===== src/rtl/time_set_ctrl.sv =====
// time_set_ctrl: button-driven editor for the clock time and alarm.
// Edits a BCD HH:MM:SS buffer digit by digit and commits it with a strobe.
module time_set_ctrl #(
  parameter int TIMEOUT_TICKS = 10
) (
  input  logic        time_set_ctrl_clk,
  input  logic        time_set_ctrl_rst_n,
  input  logic        time_set_ctrl_tick,
  input  logic        time_set_ctrl_mode,
  input  logic        time_set_ctrl_confirm,
  input  logic        time_set_ctrl_left,
  input  logic        time_set_ctrl_right,
  input  logic        time_set_ctrl_up,
  input  logic        time_set_ctrl_down,
  input  logic [23:0] time_set_ctrl_time_in,
  input  logic [23:0] time_set_ctrl_alarm_in,
  output logic [23:0] time_set_ctrl_edit_val,
  output logic [5:0]  time_set_ctrl_cursor,
  output logic        time_set_ctrl_time_load,
  output logic        time_set_ctrl_alarm_load,
  output logic [1:0]  time_set_ctrl_state
);

  localparam int CW =
    (TIMEOUT_TICKS < 2) ? 1 : $clog2(TIMEOUT_TICKS);
  localparam logic [CW-1:0] CNT_LAST =
    CW'(TIMEOUT_TICKS - 1);

  typedef enum logic [1:0] {
    IDLE       = 2'b00,
    EDIT_TIME  = 2'b01,
    EDIT_ALARM = 2'b10,
    COMMIT     = 2'b11
  } state_e;

  state_e        state_q, state_d;
  logic [23:0]   edit_q, edit_d;
  logic [5:0]    cur_q, cur_d;
  logic [CW-1:0] cnt_q, cnt_d;
  logic          src_time_q, src_time_d;

  logic [5:0]    press;
  logic [5:0]    grant;
  logic [3:0]    dsel;
  logic [3:0]    dmax;
  logic [3:0]    up_val;
  logic [3:0]    dn_val;
  logic [23:0]   edit_up;
  logic [23:0]   edit_dn;

  // Lowest set bit wins: bit 0 is mode, the highest priority button.
  assign press = {time_set_ctrl_down,
                  time_set_ctrl_up,
                  time_set_ctrl_right,
                  time_set_ctrl_left,
                  time_set_ctrl_confirm,
                  time_set_ctrl_mode};
  assign grant = press & (~press + 6'd1);

  always_comb begin
    dsel = 4'd0;
    for (int i = 0; i < 6; i++)
      if (cur_q[i]) dsel = edit_q[4*i +: 4];
  end

  always_comb begin
    unique case (1'b1)
      cur_q[0], cur_q[2]: dmax = 4'd9;
      cur_q[1], cur_q[3]: dmax = 4'd5;
      cur_q[4]:
        dmax = (edit_q[23:20] == 4'd2) ? 4'd3 : 4'd9;
      default: dmax = 4'd2;
    endcase
  end

  // Digits above their maximum (loaded illegal BCD) snap to zero.
  always_comb begin
    up_val = (dsel >= dmax) ? 4'd0 : dsel + 4'd1;
    if (dsel > dmax)
      dn_val = 4'd0;
    else if (dsel == 4'd0)
      dn_val = dmax;
    else
      dn_val = dsel - 4'd1;
  end

  always_comb begin
    edit_up = edit_q;
    edit_dn = edit_q;
    for (int i = 0; i < 6; i++) begin
      if (cur_q[i]) begin
        edit_up[4*i +: 4] = up_val;
        edit_dn[4*i +: 4] = dn_val;
      end
    end
    if (cur_q[5] && up_val == 4'd2 &&
        edit_q[19:16] > 4'd3)
      edit_up[19:16] = 4'd3;
    if (cur_q[5] && dn_val == 4'd2 &&
        edit_q[19:16] > 4'd3)
      edit_dn[19:16] = 4'd3;
  end

  always_comb begin
    state_d    = state_q;
    edit_d     = edit_q;
    cur_d      = cur_q;
    cnt_d      = cnt_q;
    src_time_d = src_time_q;
    unique case (state_q)
      IDLE: begin
        cur_d = 6'b000000;
        cnt_d = '0;
        if (time_set_ctrl_mode) begin
          state_d = EDIT_TIME;
          edit_d  = time_set_ctrl_time_in;
          cur_d   = 6'b000001;
        end
      end
      EDIT_TIME, EDIT_ALARM: begin
        if (|press) cnt_d = '0;
        unique case (1'b1)
          grant[0]: begin
            if (state_q == EDIT_TIME) begin
              state_d = EDIT_ALARM;
              edit_d  = time_set_ctrl_alarm_in;
              cur_d   = 6'b000001;
            end else begin
              state_d = IDLE;
              cur_d   = 6'b000000;
            end
          end
          grant[1]: begin
            state_d    = COMMIT;
            src_time_d = (state_q == EDIT_TIME);
          end
          grant[2]: cur_d = {cur_q[4:0], cur_q[5]};
          grant[3]: cur_d = {cur_q[0], cur_q[5:1]};
          grant[4]: edit_d = edit_up;
          grant[5]: edit_d = edit_dn;
          default: begin
            if (time_set_ctrl_tick) begin
              if (cnt_q == CNT_LAST) begin
                state_d = IDLE;
                cur_d   = 6'b000000;
                cnt_d   = '0;
              end else begin
                cnt_d = cnt_q + CW'(1);
              end
            end
          end
        endcase
      end
      default: begin
        state_d = IDLE;
        cur_d   = 6'b000000;
        cnt_d   = '0;
      end
    endcase
  end

  always_ff @(posedge time_set_ctrl_clk or
              negedge time_set_ctrl_rst_n) begin
    if (!time_set_ctrl_rst_n) begin
      state_q    <= IDLE;
      edit_q     <= '0;
      cur_q      <= '0;
      cnt_q      <= '0;
      src_time_q <= 1'b0;
    end else begin
      state_q    <= state_d;
      edit_q     <= edit_d;
      cur_q      <= cur_d;
      cnt_q      <= cnt_d;
      src_time_q <= src_time_d;
    end
  end

  assign time_set_ctrl_edit_val   = edit_q;
  assign time_set_ctrl_cursor     = cur_q;
  assign time_set_ctrl_state      = state_q;
  assign time_set_ctrl_time_load  =
    (state_q == COMMIT) && src_time_q;
  assign time_set_ctrl_alarm_load =
    (state_q == COMMIT) && !src_time_q;

endmodule

===== config.mk =====
export PLATFORM = sky130hd
export DESIGN_NAME = time_set_ctrl
export DESIGN_NICKNAME = d
export VERILOG_FILES = /design/src/rtl/time_set_ctrl.sv
export SDC_FILE = /design/constraint.sdc
export NUM_CORES = 1
export LEC_CHECK = 0
export ABC_CLOCK_PERIOD_IN_PS = 2900
export CORE_ASPECT_RATIO = 1.25
export CORE_MARGIN = 10
export CORE_UTILIZATION = 43
export DETAILED_ROUTE_END_ITERATION = 8
export PLACE_DENSITY = 0.89
export SYNTH_ARGS = -nofsm -noshare
export SYNTH_HDL_FRONTEND = slang
export SYNTH_SLANG_ARGS = --single-unit
export TNS_END_PERCENT = 5

===== constraint.sdc =====
create_clock -name time_set_ctrl_clk -period 2.9 [get_ports time_set_ctrl_clk]
set_input_delay 0.58 -clock time_set_ctrl_clk [delete_from_list [all_inputs] [get_ports time_set_ctrl_clk]]
set_output_delay 0.58 -clock time_set_ctrl_clk [all_outputs]
set_load 0.01 [all_outputs]

==> impl_results.md, run 1 <==
- Outcome: finished, violations left
- Failing checks: setup timing
- Slowest stage cell, crit path: dfrtp_2
- Fillers: 478
- Total gr overflow: 0
- Max-slew violations: 0
- Die area: 10600 um^2
- Leak: 2.05 nW
- Met2 WL: 6370 um
- I/O Pins: 91
- Crit-path cells: buf_4, inv_1, o2111ai_1, o22ai_2, inv_1, ha_4, nand3b_1, a211oi_4, a2111oi_2, a32o_2, a31oi_4, buf_6, nand3_1, o21ai_1, o21ai_1
- Primary FF master, synth: dfrtp_1
- Via count: 3597
- Placed cell areas: 4430 um^2
- Worst setup margin: -0.266 ns
- DR WL met3: 967 um
- Post-Route WL: 12500 um
- Mapped Cells: 356
- Core Area: 6610 um^2
- Worst Clk Skew: 0.00577 ns
- Cell family with most CP delay: compound AO/OA/AOI/OAI gates
- Diode count: 0
- Global placer's final weighted congestion: 0.961
- Routed length on met1: 4580 um
- Synth top area cells: dfrtp_1 32%, nand2_1 6.6%, ha_1 4.7%, o21ai_0 4.3%, nor2_1 4.0%
- First-pass GRT wire length: 18000 um
- Required time of the worst setup path: 3.08 ns
- Synth area leader: dfrtp_1
- Synth warnings: 0
- Synth Register Bits: 37
- Root buf cell: clkbuf_8
- Synth top cells by count: 52 x nand2_1, 37 x dfrtp_1, 31 x nor2_1
- Initial DRT Pass Iterations: 5
- Endpoints failing hold: 0
- Final Cell Area: 4780 um^2
- H-tree depth: 2
- VDD IR max: 0.521 mV
- Die span in x: 93.9 um
- Crit path largest cell delay: 0.40 ns
- R2R depth: 15
- Clk buf depth: 2
- Initial DRC Count: 358
- Reg2reg end: time_set_ctrl_edit_val[12]$_DFFE_PN0P_
- Critical Path Start Type: flip-flop
- WP buf/inv: 4
- Clock sinks: 37
- Max cap viols: 0
- Post-route minimum period: 3.17 ns
- Worst Hold Class: input port to asynchronous set/reset pin
- RSZ-0062 raised after global routing: yes
- Die Span Y: 112 um
- Most frequent cell after synthesis: nand2_1
- Avg Cell Area, Syn: 8.25 um^2
- Crit path max fanout: 8
- Post-route DRC: 0
- Final ANT Viol Nets: 0
- Register area share after synthesis: 0.315
- Initial Util: 0.444
- Buffers added on ports: 90
- Vias per cell: 6.02
- Highest routed metal layer: met4
- Post-synth EDFFs: 0
- PwrDens: 913 nW/um^2
- Register Area: 932 um^2
- Max Clk Rate: 316 MHz
- Share of the synthesized area in the top cell type: 0.315
- Setup_tns: -4.09 ns
- Vias in the first global route: 3554
- CTS tree: done
- Syn Nets: 424
- Clk_lat worst skew: 0.30 ns
- Worst slew pin tran: 0.868 ns
- GRT Resource Usage Total: 0.212
- CTS buffer count: 5
- Area taken by multi-input logic gates: 2030 um^2
- WS Path Type: flip-flop to flip-flop
- Fraction of registers with async set/reset: 1.00
- Post-DP HPWL: 8870 um
- CTS clk-pin slew, worst paths: 0.08 ns
- Yosys cell types: 66
- Wire length per cell: 20.9 um
- Hold slack: 0.387 ns
- Worst Setup End Kind: flip-flop
- R2r setup slk: -0.27 ns
- Final setup fails: 24
- Slew headroom: 0.421
- Post-Syn Area: 2940 um^2
- R2r startpoint: time_set_ctrl_cursor[4]$_DFFE_PN0P_
- Initial antenna violation count: 0
- Fin nets: 578
- Layout cells sized above 1: 0.278
- Tcrit/Tclk final: 1.09
- Standard-cell rows: 33
- Crit path DAT: 3.35 ns
- Largest net degree at the start of global routing: 38
- Synth-to-Final Area Change: 62.8%
-- layout make-up --
cell class / instances / share of cell area
multi-input combinational: 277 / 0.426
timing repair buffer: 167 / 0.314
sequential: 37 / 0.195
tap: 87 / 0.0228
inverter: 22 / 0.0178
clock buffer: 5 / 0.0144
clock inverter: 3 / 0.00969
-- flip-flops by register name, indices dropped and copies added (netlist names) --
signal and flops:
src_time_q 1, time_set_ctrl_state 2, time_set_ctrl_cursor 6, cnt_q 4, time_set_ctrl_edit_val 24
-- worst max path at each step --
| stage | from | endpoint | slack, ns | cells after the start |
|---|---|---|---|---|
| global route | time_set_ctrl_cursor[4]$_DFFE_PN0P_ | time_set_ctrl_edit_val[16]$_DFFE_PN0P_ | -0.36 | 14 |
| detailed placement | time_set_ctrl_cursor[3]$_DFFE_PN0P_ | time_set_ctrl_edit_val[16]$_DFFE_PN0P_ | -0.37 | 12 |
| CTS | time_set_ctrl_edit_val[20]$_DFFE_PN0P_ | time_set_ctrl_edit_val[16]$_DFFE_PN0P_ | -0.21 | 11 |
| global placement | time_set_ctrl_cursor[3]$_DFFE_PN0P_ | time_set_ctrl_edit_val[16]$_DFFE_PN0P_ | -0.36 | 12 |
| floorplan | time_set_ctrl_cursor[5]$_DFFE_PN0P_ | time_set_ctrl_edit_val[17]$_DFFE_PN0P_ | -0.09 | 13 |
| finish | time_set_ctrl_cursor[4]$_DFFE_PN0P_ | time_set_ctrl_edit_val[12]$_DFFE_PN0P_ | -0.27 | 15 |
-- layer usage --
| metal | vias up | global-route usage |
|---|---|---|
| met5 | - | 0 |
| met4 | 0 | 0.106 |
| met3 | 63 | 0.0427 |
| met2 | 212 | 0.376 |
| met1 | 1712 | 0.230 |
| li1 | 1610 | - |
-- power by group --
part           switching [mW]  total [mW]  internal, mW
clock                   0.213       0.470         0.258
combinational            1.57        2.97          1.40
sequential              0.204       0.922         0.718
total                    1.98        4.36          2.38
-- kinds of logic (layout without fill, tap and decap cells) --
group           after synthesis  count (layout)  synth area share
flops                        37              37             0.315
xor+xnor                      3               3           0.00895
buf+inv                      42             197            0.0648
mux                          10              10            0.0401
compound gates              118             118             0.298
simple gates                135             135             0.226
fa+ha+maj                    11              11            0.0469
-- metrics by stage --
| step | utilization | total power [mW] | instances | setup slack, ns |
|---|---|---|---|---|
| final | 0.723 | 4.36 | 598 | -0.266 |
| after global routing | 0.723 | 4.61 | 598 | -0.357 |
| after CTS | 0.697 | 4.12 | 587 | -0.205 |
| after detailed placement | 0.670 | 3.58 | 577 | -0.370 |
| after global placement | 0.670 | 3.51 | 577 | -0.363 |
| after floorplan | - | 2.33 | 356 | -0.0942 |
-- cell usage in the layout, fill, tap and decap left out, types with 6 or more instances in the layout --
| cell type | count |
|---|---|
| nor2_1 | 29 |
| nand2_1 | 51 |
| clkdlybuf4s50_1 | 89 |
| inv_1 | 19 |
| ha_1 | 8 |
| buf_4 | 73 |
| nand3_1 | 9 |
| o21ai_0 | 14 |
| and3_1 | 6 |
| a21oi_1 | 11 |
| dfrtp_1 | 32 |
| o21ai_1 | 19 |
| o22ai_1 | 6 |
-- repair_timing --
action | in CTS | in global routing
setup buffers | 2 | 11
pin swaps | 10 | 18
setup endpoints to repair | 24 | 24
hold buffers | 0 | 0
resized for setup | 10 | 29
(Power assumes the default switching activity.)
==> run 2, diff against run 1 <==
--- a/config.mk
+++ b/config.mk
@@ -5,12 +5,12 @@
 export SDC_FILE = /design/constraint.sdc
 export NUM_CORES = 1
 export LEC_CHECK = 0
-export ABC_CLOCK_PERIOD_IN_PS = 2900
+export ABC_CLOCK_PERIOD_IN_PS = 3900
 export CORE_ASPECT_RATIO = 1.25
 export CORE_MARGIN = 10
-export CORE_UTILIZATION = 43
+export CORE_UTILIZATION = 50
 export DETAILED_ROUTE_END_ITERATION = 8
-export PLACE_DENSITY = 0.89
+export PLACE_DENSITY = 0.95
 export SYNTH_ARGS = -nofsm -noshare
 export SYNTH_HDL_FRONTEND = slang
 export SYNTH_SLANG_ARGS = --single-unit
==> constraint.sdc (replaced) <==
create_clock -name time_set_ctrl_clk -period 3.9 [get_ports time_set_ctrl_clk]
set_input_delay 0.78 -clock time_set_ctrl_clk [delete_from_list [all_inputs] [get_ports time_set_ctrl_clk]]
set_output_delay 0.78 -clock time_set_ctrl_clk [all_outputs]
set_load 0.01 [all_outputs]
==> run 2 against run 1 <==
Effect of this change:
- the run now ends clean
- final cell count decreased by 14%
- non-clock buffer count decreased by 61
- setup slack improved by 0.62 ns
- routed wire length down 19%
- clock skew increased by 0.0012 ns
- combinational power fell by 42%
- critical path type unchanged
- critical endpoint is now time_set_ctrl_edit_val[4]$_DFFE_PN0P_
- highest routed layer unchanged
==> impl_results.md, run 2 (synthesis results as in run 1) <==
- Register Area: 926 um^2
- WS Path Type: flip-flop to flip-flop
- Global placer's final weighted congestion: 0.968
- R2r startpoint: time_set_ctrl_cursor[4]$_DFFE_PN0P_
- Final setup fails: 0
- VDD IR max: 0.600 mV
- Die area: 9350 um^2
- Fin nets: 517
- Crit path DAT: 3.70 ns
- First-pass GRT wire length: 16100 um
- Post-DP HPWL: 8030 um
- Post-Route WL: 10100 um
- Max Clk Rate: 282 MHz
- Area taken by multi-input logic gates: 1820 um^2
- Commonest non-fill, non-tap cell in the layout: clkdlybuf4s50_1
- H-tree depth: 2
- Clk buf depth: 2
- Wire length per cell: 19.7 um
- R2r setup slk: 0.35 ns
- Initial DRC Count: 209
- Tcrit/Tclk final: 0.910
- I/O Pins: 91
- Max cap viols: 0
- Layout Cells excl Fill: 516
- Slew headroom: 0.498
- CTS tree: done
- Setup_tns: 0 ns
- Most frequent cells in the layout: 90 x clkdlybuf4s50_1, 52 x nand2_1, 37 x dfrtp_1, 31 x nor2_1, 25 x o21ai_0
- Required time of the worst setup path: 4.05 ns
- Post-route minimum period: 3.55 ns
- Crit path max fanout: 17
- Clock sinks: 37
- Outcome: complete, no violations
- Initial antenna violation count: 0
- Initial Util: 0.511
- Core Area: 5740 um^2
- Worst Clk Skew: 0.00699 ns
- Root buf cell: clkbuf_8
- Standard-cell rows: 31
- Fillers: 450
- Total gr overflow: 0
- RSZ-0062 raised after global routing: no
- Inst Count DP: 508
- Post-route DRC: 0
- Max reg flops: 24
- Vias in the first global route: 3188
- Via count: 3136
- Endpoints failing hold: 0
- Die Span Y: 106 um
- Clk_lat worst skew: 0.29 ns
- CTS buffer count: 5
- CTS clk-pin slew, worst paths: 0.08 ns
- Hold_sp: time_set_ctrl_edit_val[1]$_DFFE_PN0P_
- Final ANT Viol Nets: 0
- Initial DRT Pass Iterations: 4
- Vias per cell: 6.08
- Diode count: 0
- PwrDens: 668 nW/um^2
- Layout cells sized above 1: 0.0956
- Max-slew violations: 0
- Buffers added on ports: 90
- Worst Setup End Kind: flip-flop
- Worst slew pin tran: 0.749 ns
- GRT Resource Usage Total: 0.215
- Leak: 1.69 nW
- Final core occ: 0.701
- Critical Path Start: time_set_ctrl_cursor[4]$_DFFE_PN0P_
- Worst Hold Class: flip-flop to flip-flop
- Synth-to-Final Area Change: 37.0%
- Die span in x: 88.5 um
- Largest net degree at the start of global routing: 38
- Critical Path Start Type: flip-flop
[run 2: cell count changes in the layout (fill, tap and decap cells not counted), sizes merged]
| cell | before | now |
|---|---|---|
| buf | 77 | 16 |
| bufinv | 1 | 0 |
| clkinv | 1 | 2 |
| clkdlybuf4s50 | 89 | 90 |
| clkinvlp | 1 | 0 |
[run 2: critical path, cell delays in order, from the launching register on]
cell	delay [ns]
dfrtp_1	0.71
nor3b_1	0.12
o31ai_1	0.40
o31ai_4	0.16
inv_4	0.11
ha_1	0.26
and4_1	0.22
a211oi_1	0.27
a2111oi_0	0.14
a32o_1	0.28
a31oi_1	0.21
buf_4	0.22
nand3_1	0.08
o21ai_0	0.11
o21ai_0	0.11
[run 2: stage by stage]
stage                     worst slack (ns)  total power [mW]  area, um^2  hold slack, ns
after floorplan                      0.604              1.68        2940           0.484
after global placement               0.361              2.35        3930           0.482
after detailed placement             0.249              2.40        3930           0.495
after CTS                            0.236              2.68        4020           0.518
after global routing                0.0986              2.88        4020           0.546
final                                0.349              2.69        4020           0.513
[run 2: where the power goes]
group | total, mW | internal, mW | switching, mW | leakage (nW)
Clock | 0.274 | 0.124 | 0.149 | 0.0450
Sequential | 0.685 | 0.534 | 0.151 | 0.470
Combinational | 1.73 | 0.784 | 0.945 | 1.18
[run 2: repair_timing]
item | in CTS | in global routing
hold buffers | 0 | 0
endpoints found under the setup margin | 0 | 1
setup buffers | 0 | 0
gates resized for setup | 0 | 1
[run 2: cell type report]
class                      instances  area share
tap                               66      0.0205
timing repair buffer             106       0.254
sequential                        37       0.230
multi-input combinational        277       0.454
clock buffer                       6      0.0180
clock inverter                     2     0.00249
inverter                          22      0.0212
[run 2: metal layers]
layer,share of wire,vias up,wire [um],track usage
met3,0.072,26,730,0.0524
met4,0.038,0,387,0.0972
met5,0,-,0,0
met2,0.51,126,5180,0.372
met1,0.38,1490,3840,0.241
li1,-,1494,-,-
[run 2: path summary, 6_finish.rpt]
| path | to | cells after the start |
|---|---|---|
| max | time_set_ctrl_edit_val[4]$_DFFE_PN0P_ | 14 |
| min | time_set_ctrl_edit_val[1]$_DFFE_PN0P_ | 2 |
| max reg2reg | time_set_ctrl_edit_val[4]$_DFFE_PN0P_ | 14 |
| min reg2reg | time_set_ctrl_edit_val[1]$_DFFE_PN0P_ | 2 |
| max in group asynchronous | time_set_ctrl_cursor[3]$_DFFE_PN0P_ | 2 |
| min in group asynchronous | time_set_ctrl_edit_val[17]$_DFFE_PN0P_ | 2 |
